--- config.mk ---
export PLATFORM = sky130hd
export DESIGN_NAME = decoder_seq_flat
export DESIGN_NICKNAME = d
export VERILOG_FILES = /design/src/rtl/decoder_seq_if.sv /design/src/rtl/decoder_seq.sv /design/src/flat_wrapper.sv
export SDC_FILE = /design/constraint.sdc
export NUM_CORES = 1
export LEC_CHECK = 0
export ABC_AREA = 1
export BUFFER_PORTS_ARGS = -buffer_cell sky130_fd_sc_hd__buf_2
export CORE_MARGIN = 8
export CORE_UTILIZATION = 51
export CTS_CLUSTER_DIAMETER = 50
export CTS_CLUSTER_SIZE = 28
export DETAILED_ROUTE_END_ITERATION = 16
export PLACE_DENSITY_LB_ADDON = 0.1
export SLEW_MARGIN = 5
export SYNTH_ARGS = -nofsm -noshare
export SYNTH_HDL_FRONTEND = slang
export SYNTH_SLANG_ARGS = --single-unit
--- constraint.sdc ---
create_clock -name clk -period 3 [get_ports clk]
set_input_delay 0.15 -clock clk [delete_from_list [all_inputs] [get_ports clk]]
set_output_delay 0.15 -clock clk [all_outputs]
set_load 0.05 [all_outputs]
--- src/rtl/decoder_seq_if.sv ---
// Command and result bundle for decoder_seq.
// The master drives commands; the slave returns the decoded pattern.
interface decoder_seq_if #(
  parameter int IN_W = 3
);
  localparam int OUT_W = 2 ** IN_W;

  logic             in_valid;
  logic             in_ready;
  logic [IN_W-1:0]  in_num;
  logic [1:0]       in_mode;
  logic [OUT_W-1:0] res;
  logic             res_valid;
  logic             busy;
  logic             scan_done;

  modport master (
    output in_valid, in_num, in_mode,
    input  in_ready, res, res_valid, busy, scan_done
  );

  modport slave (
    input  in_valid, in_num, in_mode,
    output in_ready, res, res_valid, busy, scan_done
  );
endinterface

--- src/rtl/decoder_seq.sv ---
// Registered N-to-2^N decoder with one-hot, thermometer, clear
// and timed scan modes behind a valid/ready command handshake.
module decoder_seq #(
  parameter int IN_W  = 3,
  parameter int DWELL = 4
) (
  input  logic clk,
  input  logic rst,
  decoder_seq_if.slave bus
);
  localparam int OUT_W = 2 ** IN_W;
  localparam int CNT_W = (DWELL > 1) ? $clog2(DWELL) : 1;
  localparam logic [CNT_W-1:0] RELOAD = CNT_W'(DWELL - 1);

  localparam logic [1:0] M_ONEHOT = 2'b00;
  localparam logic [1:0] M_THERM  = 2'b01;
  localparam logic [1:0] M_SCAN   = 2'b10;
  localparam logic [1:0] M_CLEAR  = 2'b11;

  typedef enum logic {
    IDLE,
    SCAN
  } state_t;

  state_t           state_q, state_d;
  logic [OUT_W-1:0] res_q, res_d;
  logic             res_valid_q, res_valid_d;
  logic             scan_done_q, scan_done_d;
  logic [CNT_W-1:0] cnt_q, cnt_d;
  logic [IN_W-1:0]  pos_q, pos_d;
  logic [IN_W-1:0]  num_q, num_d;

  logic             accept;
  logic [OUT_W:0]   therm;

  assign accept = bus.in_valid && (state_q == IDLE);

  // One extra bit so index OUT_W-1 yields all ones without overflow.
  assign therm = ((OUT_W + 1)'(2) << bus.in_num) - (OUT_W + 1)'(1);

  always_comb begin
    state_d     = state_q;
    res_d       = res_q;
    res_valid_d = res_valid_q;
    scan_done_d = 1'b0;
    cnt_d       = cnt_q;
    pos_d       = pos_q;
    num_d       = num_q;
    unique case (state_q)
      IDLE: begin
        if (accept) begin
          unique case (bus.in_mode)
            M_ONEHOT: begin
              res_d       = OUT_W'(1) << bus.in_num;
              res_valid_d = 1'b1;
            end
            M_THERM: begin
              res_d       = therm[OUT_W-1:0];
              res_valid_d = 1'b1;
            end
            M_SCAN: begin
              state_d     = SCAN;
              res_d       = OUT_W'(1);
              res_valid_d = 1'b1;
              cnt_d       = RELOAD;
              pos_d       = '0;
              num_d       = bus.in_num;
            end
            M_CLEAR: begin
              res_d       = '0;
              res_valid_d = 1'b0;
            end
          endcase
        end
      end
      SCAN: begin
        if (cnt_q != '0) begin
          cnt_d = cnt_q - 1'b1;
        end else if (pos_q != num_q) begin
          pos_d = pos_q + 1'b1;
          res_d = res_q << 1;
          cnt_d = RELOAD;
        end else begin
          state_d     = IDLE;
          res_d       = '0;
          res_valid_d = 1'b0;
          scan_done_d = 1'b1;
        end
      end
    endcase
  end

  always_ff @(posedge clk or posedge rst) begin
    if (rst) begin
      state_q     <= IDLE;
      res_q       <= '0;
      res_valid_q <= 1'b0;
      scan_done_q <= 1'b0;
      cnt_q       <= '0;
      pos_q       <= '0;
      num_q       <= '0;
    end else begin
      state_q     <= state_d;
      res_q       <= res_d;
      res_valid_q <= res_valid_d;
      scan_done_q <= scan_done_d;
      cnt_q       <= cnt_d;
      pos_q       <= pos_d;
      num_q       <= num_d;
    end
  end

  assign bus.in_ready  = (state_q == IDLE);
  assign bus.busy      = (state_q == SCAN);
  assign bus.res       = res_q;
  assign bus.res_valid = res_valid_q;
  assign bus.scan_done = scan_done_q;
endmodule

--- src/flat_wrapper.sv ---
// flat-port wrapper written by rule: the top's interface ports become plain ports
module decoder_seq_flat 
#(
  parameter int IN_W  = 3,
  parameter int DWELL = 4
)
  (clk, rst, bus_in_valid, bus_in_num, bus_in_mode, bus_in_ready, bus_res, bus_res_valid, bus_busy, bus_scan_done);
  decoder_seq_if #(.IN_W(IN_W)) bus_i ();
  input  logic clk;
  input  logic rst;
  input wire logic [$bits(bus_i.in_valid)-1:0] bus_in_valid;
  input wire logic [$bits(bus_i.in_num)-1:0] bus_in_num;
  input wire logic [$bits(bus_i.in_mode)-1:0] bus_in_mode;
  output wire logic [$bits(bus_i.in_ready)-1:0] bus_in_ready;
  output wire logic [$bits(bus_i.res)-1:0] bus_res;
  output wire logic [$bits(bus_i.res_valid)-1:0] bus_res_valid;
  output wire logic [$bits(bus_i.busy)-1:0] bus_busy;
  output wire logic [$bits(bus_i.scan_done)-1:0] bus_scan_done;
  assign bus_i.in_valid = bus_in_valid;
  assign bus_i.in_num = bus_in_num;
  assign bus_i.in_mode = bus_in_mode;
  assign bus_in_ready = bus_i.in_ready;
  assign bus_res = bus_i.res;
  assign bus_res_valid = bus_i.res_valid;
  assign bus_busy = bus_i.busy;
  assign bus_scan_done = bus_i.scan_done;
  decoder_seq #(.IN_W(IN_W), .DWELL(DWELL)) u_core (.clk(clk), .rst(rst), .bus(bus_i));
endmodule
==> results.yml, run 1 <==
outcome:
  status: "finished clean"
sta:
  maxSlewHeadroom: 0.480
  rsz0062_at_grt: "false"
  skew_ps: 0.807
  min_period_ps: 1820
  fin_ws_ps: 1180
  drv_slew: 0
  fin_crit_sh: 0.607
  max_freq_ghz: 0.549
  worst_pin_slew_ps: 780
  hold_viol: 0
  setup_viol_count_final: 0
  setup_tns_ps: 0
route:
  num_vias: 1039
  postRouteAntennaNets: 0
  dr.pass1.iters: 4
  viasPerCell: 5.12
  first_iter_violations: 49
  drt_wl_total_um: 2580
  drcViolationCount: 0
  wire_per_inst_um: 12.7
worst_hold_path:
  hold_start: "bus_in_num[0]"
  hp-class: "in2reg"
finish:
  drive_above_1_share: 0.177
  fillCellCount: 223
  seq_area_um2: 475
  multi_input_area_um2: 581
  nets: 190
  diodes: 0
  synthToLayoutAreaGrowth_pct: 12.0
yosys:
  yosysWarningCount: 0
  yosysUniqueCellTypes: 21
  syn_avg_cell_area_um2: 7.57
  syn_area_um2: 1170
  synth_nets: 168
  yosys.area.top_type: "dfrtp_1"
  synth_seq_cells: 19
  ys_seq_area_frac: 0.408
  synth_top_area_frac: 0.408
  netlist_instances: 154
  yosys-top-cells-area: "dfrtp_1 (41%), nand2_1 (12%), inv_1 (6.8%)"
setup_path:
  worst_setup_path_end_kind: "output pin"
  crit_buf_inv: 2
  startpoint: "u_core.bus.busy"
  worst_path_largest_cell_delay_ps: 870
  cp.arrival_ps: 1670
  critPathKind: "reg2out"
  worst_setup_path_start_kind: "register"
  cp_max_fo: 20
  r2r_start: "u_core.bus.busy"
  cp_top_family: "flip-flops"
  critPathRequiredTime_ps: 2850
  cp_slowest_cell: "dfrtp_1"
  path_cells: "inv_1, buf_2"
placed_design:
  pre_cts_ws_ps: 1310
  numPortBuffers: 19
  hpwl_um: 2030
  place.gp.congestion: 0.876
global_route:
  grtUsageTotal: 0.136
  antenna_found_initial: 0
  gr-total-overflow: 0
  first_global_vias: 1038
  grt_pass1_wl_um: 4610
  grt_max_degree: 21
clocking:
  clock_latency_ps: 300
  cts_tree: "yes"
  cts_buffers: 3
  cts_buffer_depth: 2
  postCtsSetupBuffers: 0
  clock-sinks: 19
  clk_pin_slew_ps: 110
  cts-root-buf: "clkbuf_4"
  h-tree-depth: 1
die:
  ios: 20
  die_h_um: 63.8
  die_w_um: 63.8
  rows: 17
  core_area_um2: 2190
  initial_core_util: 0.532
  dieArea_um2: 4070
power_and_ir_drop:
  p_per_area_nw_per_um2: 1260
  peakVddDrop_v: 0.000668
  power_leakage_nw: 0.722
job:
  maxCapViolations: 0
-- final timing paths --
kind / end / slack [ps] / cells past startpoint
worst max-delay path: bus_in_ready / 1180 / 2
worst min-delay path: u_core.num_q[0] / 200 / 3
worst max register to register: u_core.pos_q[2] / 1290 / 6
worst min register to register: u_core.bus.res_valid / 500 / 2
max in group asynchronous: u_core.bus.res[3] / 2060 / 3
min in group asynchronous: u_core.bus.busy / 490 / 3
-- synth_stat cells, drive strengths merged --
library cell  instances
o21ai                 8
nand3b                1
or2                   1
nand2                40
ha                    6
xnor2                 2
nor3                  1
inv                  22
nand3                15
nand4                 4
buf                   3
dfrtp                19
a21oi                14
nor2                 18
-- routing by layer --
layer	GRT usage	vias to the layer above	share of wire
met5	0	-	0
met4	0.0641	0	0.018
met3	0.0261	6	0.045
met2	0.215	30	0.47
met1	0.174	471	0.47
li1	-	532	-
-- per-stage QoR --
stage	instances	area, um2	util	hold slack, ps	power (W)
6_report	203	1310	0.596	201	0.00164
5_1_grt	203	1310	0.596	221	0.00180
4_1_cts	203	1310	0.596	181	0.00166
3_5_place_dp	198	1270	0.579	299	0.00152
3_3_place_gp	198	1270	0.579	291	0.00151
2_1_floorplan	154	1170	-	101	0.00133
-- worst reg2reg max path, delay by kind of cell (launching register included) --
family                 cells  cell delay [ps]
DFF                        1              870
buffers and inverters      1              170
and+or+nand+nor            4              370
AOI/OAI and AO/OA          1              250
-- cell usage in the layout (no fill, tap or decap), types with 2 or more instances in the layout --
cell      count
xnor2_1       2
nand4_1       4
nand2_1      38
nand2_2       2
a21oi_1      12
nor2_1       17
clkbuf_4      3
ha_1          6
dfrtp_1      19
o21ai_0       8
buf_2        19
inv_1        21
nand3_1      14
-- state kept, by name, summed over array words and instances, names as in the netlist --
register,flops
u_core.bus.busy,1
u_core.bus.res,8
u_core.bus.res_valid,1
u_core.bus.scan_done,1
u_core.cnt_q,2
u_core.num_q,3
u_core.pos_q,3
-- kinds of logic after synthesis --
family	count (synthesis)	share of synthesized area
adders and majority gates	6	0.0644
DFF	19	0.408
and+or+nand+nor	80	0.311
AOI/OAI and AO/OA	22	0.107
buffers and inverters	25	0.0944
xor gates and xnor gates	2	0.0150
-- repair_timing --
action,CTS,global route
endpoints found under the setup margin,0,0
hold buffers,1,0
endpoints found under the hold margin,19,0
resized for setup,0,0
-- cell type report --
| type | count | share of cell area |
|---|---|---|
| Clock buffer | 3 | 0.0172 |
| Sequential cell | 19 | 0.364 |
| Multi-Input combinational cell | 110 | 0.444 |
| Timing Repair Buffer | 20 | 0.0805 |
| Tap cell | 28 | 0.0268 |
| Clock inverter | 1 | 0.00383 |
| Inverter | 22 | 0.0632 |
-- report_power, final --
group	total [W]	switching (W)	leakage (nW)	internal (W)
combinational	0.000996	0.000701	0.478	0.000295
clock	0.000131	0.0000815	0.0177	0.0000497
sequential	0.000516	0.000131	0.227	0.000386
No activity file was read; power rests on OpenSTA's default activity.
==> inputs of run 2 (changes only) <==
==> constraint.sdc (replaced) <==
create_clock -name clk -period 1.8 [get_ports clk]
set_input_delay 0.09 -clock clk [delete_from_list [all_inputs] [get_ports clk]]
set_output_delay 0.09 -clock clk [all_outputs]
set_load 0.05 [all_outputs]
==> run 2 against run 1 <==
Worst setup slack got worse by 1000 ps. Register-to-register slack lost 1100 ps. Largest power group unchanged. Critical endpoint is now bus_busy. Largest cell class unchanged. Via count grew 1.7%. Total power increased by 71%. Global-route usage up 0.70 points.
==> results.yml, run 2 (synthesis gave the netlist of run 1 again) <==
outcome:
  status: "finished clean"
route:
  postRouteAntennaNets: 0
  dr.pass1.iters: 4
  first_iter_violations: 37
  viasPerCell: 5.18
  drt_wl_total_um: 2750
  drcViolationCount: 0
  wire_per_inst_um: 13.5
  num_vias: 1057
finish:
  final_cell_mix: "nand2_1 (38), inv_1 (21), buf_2 (19), dfrtp_1 (19), nor2_1 (17)"
  multi_input_area_um2: 581
  diodes: 0
  fillCellCount: 220
  drive_above_1_share: 0.182
  final_common_cell: "nand2_1"
  nets: 191
  seq_area_um2: 475
  synthToLayoutAreaGrowth_pct: 12.7
  largest_reg_flops: 8
power_and_ir_drop:
  clkPwrFrac: 0.083
  peakVddDrop_v: 0.00114
  p_per_area_nw_per_um2: 2140
  power_frac_seq: 0.300
  p_sw_frac: 0.562
  power_w: 0.00281
  p_sw_w: 0.00158
  pwr-share-comb: 0.617
  power_leakage_nw: 0.727
  internal_power_w: 0.00123
die:
  core_area_um2: 2190
  ios: 20
  initial_core_util: 0.532
  die_w_um: 63.8
  die_h_um: 63.8
  rows: 17
  dieArea_um2: 4070
clocking:
  cts-root-buf: "clkbuf_4"
  cts_buffer_depth: 2
  postCtsSetupBuffers: 0
  cts_tree: "yes"
  clk_pin_slew_ps: 130
  clock-sinks: 19
  cts_buffers: 3
  clock_latency_ps: 310
  h-tree-depth: 1
sta:
  rsz0062_at_grt: "false"
  setup_tns_ps: 0
  maxSlewHeadroom: 0.507
  min_period_ps: 1640
  worst_pin_slew_ps: 739
  setup_viol_count_final: 0
  fin_crit_sh: 0.913
  hold_viol: 0
  max_freq_ghz: 0.609
  skew_ps: 10.5
  drv_slew: 0
global_route:
  antenna_found_initial: 0
  grt_pass1_wl_um: 4720
  grt_max_degree: 20
  grtUsageTotal: 0.143
  first_global_vias: 1055
  gr-total-overflow: 0
setup_path:
  cp_max_fo: 11
  critPathKind: "reg2out"
  startpoint: "u_core.bus.busy"
  worst_setup_path_start_kind: "register"
  worst_setup_path_end_kind: "output pin"
  cp.arrival_ps: 1550
  critPathRequiredTime_ps: 1710
  r2r_start: "u_core.bus.busy"
worst_hold_path:
  hp-class: "in2reg"
  hold_start: "bus_in_num[0]"
placed_design:
  numPortBuffers: 19
  hpwl_um: 2200
  place.gp.congestion: 0.865
job:
  maxCapViolations: 0
## run 2: cell types whose count changed in the layout (fill, tap and decap cells not counted)
cell	delta
buf_4	+1
## run 2: layout make-up
cell class,instances,area share
timing repair buffer,21,0.0857
clock buffer,3,0.0171
clock inverter,1,0.00381
multi-input combinational,110,0.442
sequential,19,0.362
tap,28,0.0267
inverter,22,0.0629
## run 2: metrics by stage
stage	setup WS, ps	cells	instance area [um2]	util	hold slack, ps
floorplan	136	154	1170	-	41.1
global placement	423	199	1280	0.583	247
detailed placement	310	199	1280	0.583	258
CTS	165	204	1310	0.600	113
global route	113	204	1310	0.600	118
finish	157	204	1310	0.600	109
## run 2: critical path: stages (launching register included)
cell and delay, ps:
dfrtp_1 680, buf_4 270, buf_2 280
## run 2: power groups by stage
stage                     Combinational (W)  Sequential (W)  Clock, W
after floorplan                     0.00103         0.00119         0
after global placement              0.00169        0.000837         0
after detailed placement            0.00173        0.000852         0
after CTS                           0.00175        0.000840  0.000235
after global routing                0.00191        0.000867  0.000247
final                               0.00173        0.000842  0.000234
## run 2: path summary, 6_finish.rpt
check                                            end  depth (start not counted)  slack [ps]
worst max-delay path                        bus_busy                          2         160
worst min-delay path                 u_core.num_q[0]                          3         110
worst max register to register     u_core.bus.res[1]                          6         240
worst min register to register  u_core.bus.res_valid                          2         490
max in group asynchronous          u_core.bus.res[1]                          3         910
min in group asynchronous            u_core.pos_q[0]                          3         420
## run 2: what timing repair did
| action | in CTS | in global routing |
|---|---|---|
| endpoints found under the hold margin | 19 | 0 |
| hold buffers | 1 | 0 |
| resized for setup | 0 | 0 |
## run 2: routing by layer
metal  GRT usage  share of wire  vias to the layer above  routed length, um
met4      0.0836          0.028                        0                 77
met3      0.0174          0.027                        7                 73
li1            -              -                      535                  -
met2       0.253           0.48                       25               1330
met5           0              0                        -                  0
met1       0.160           0.46                      490               1280
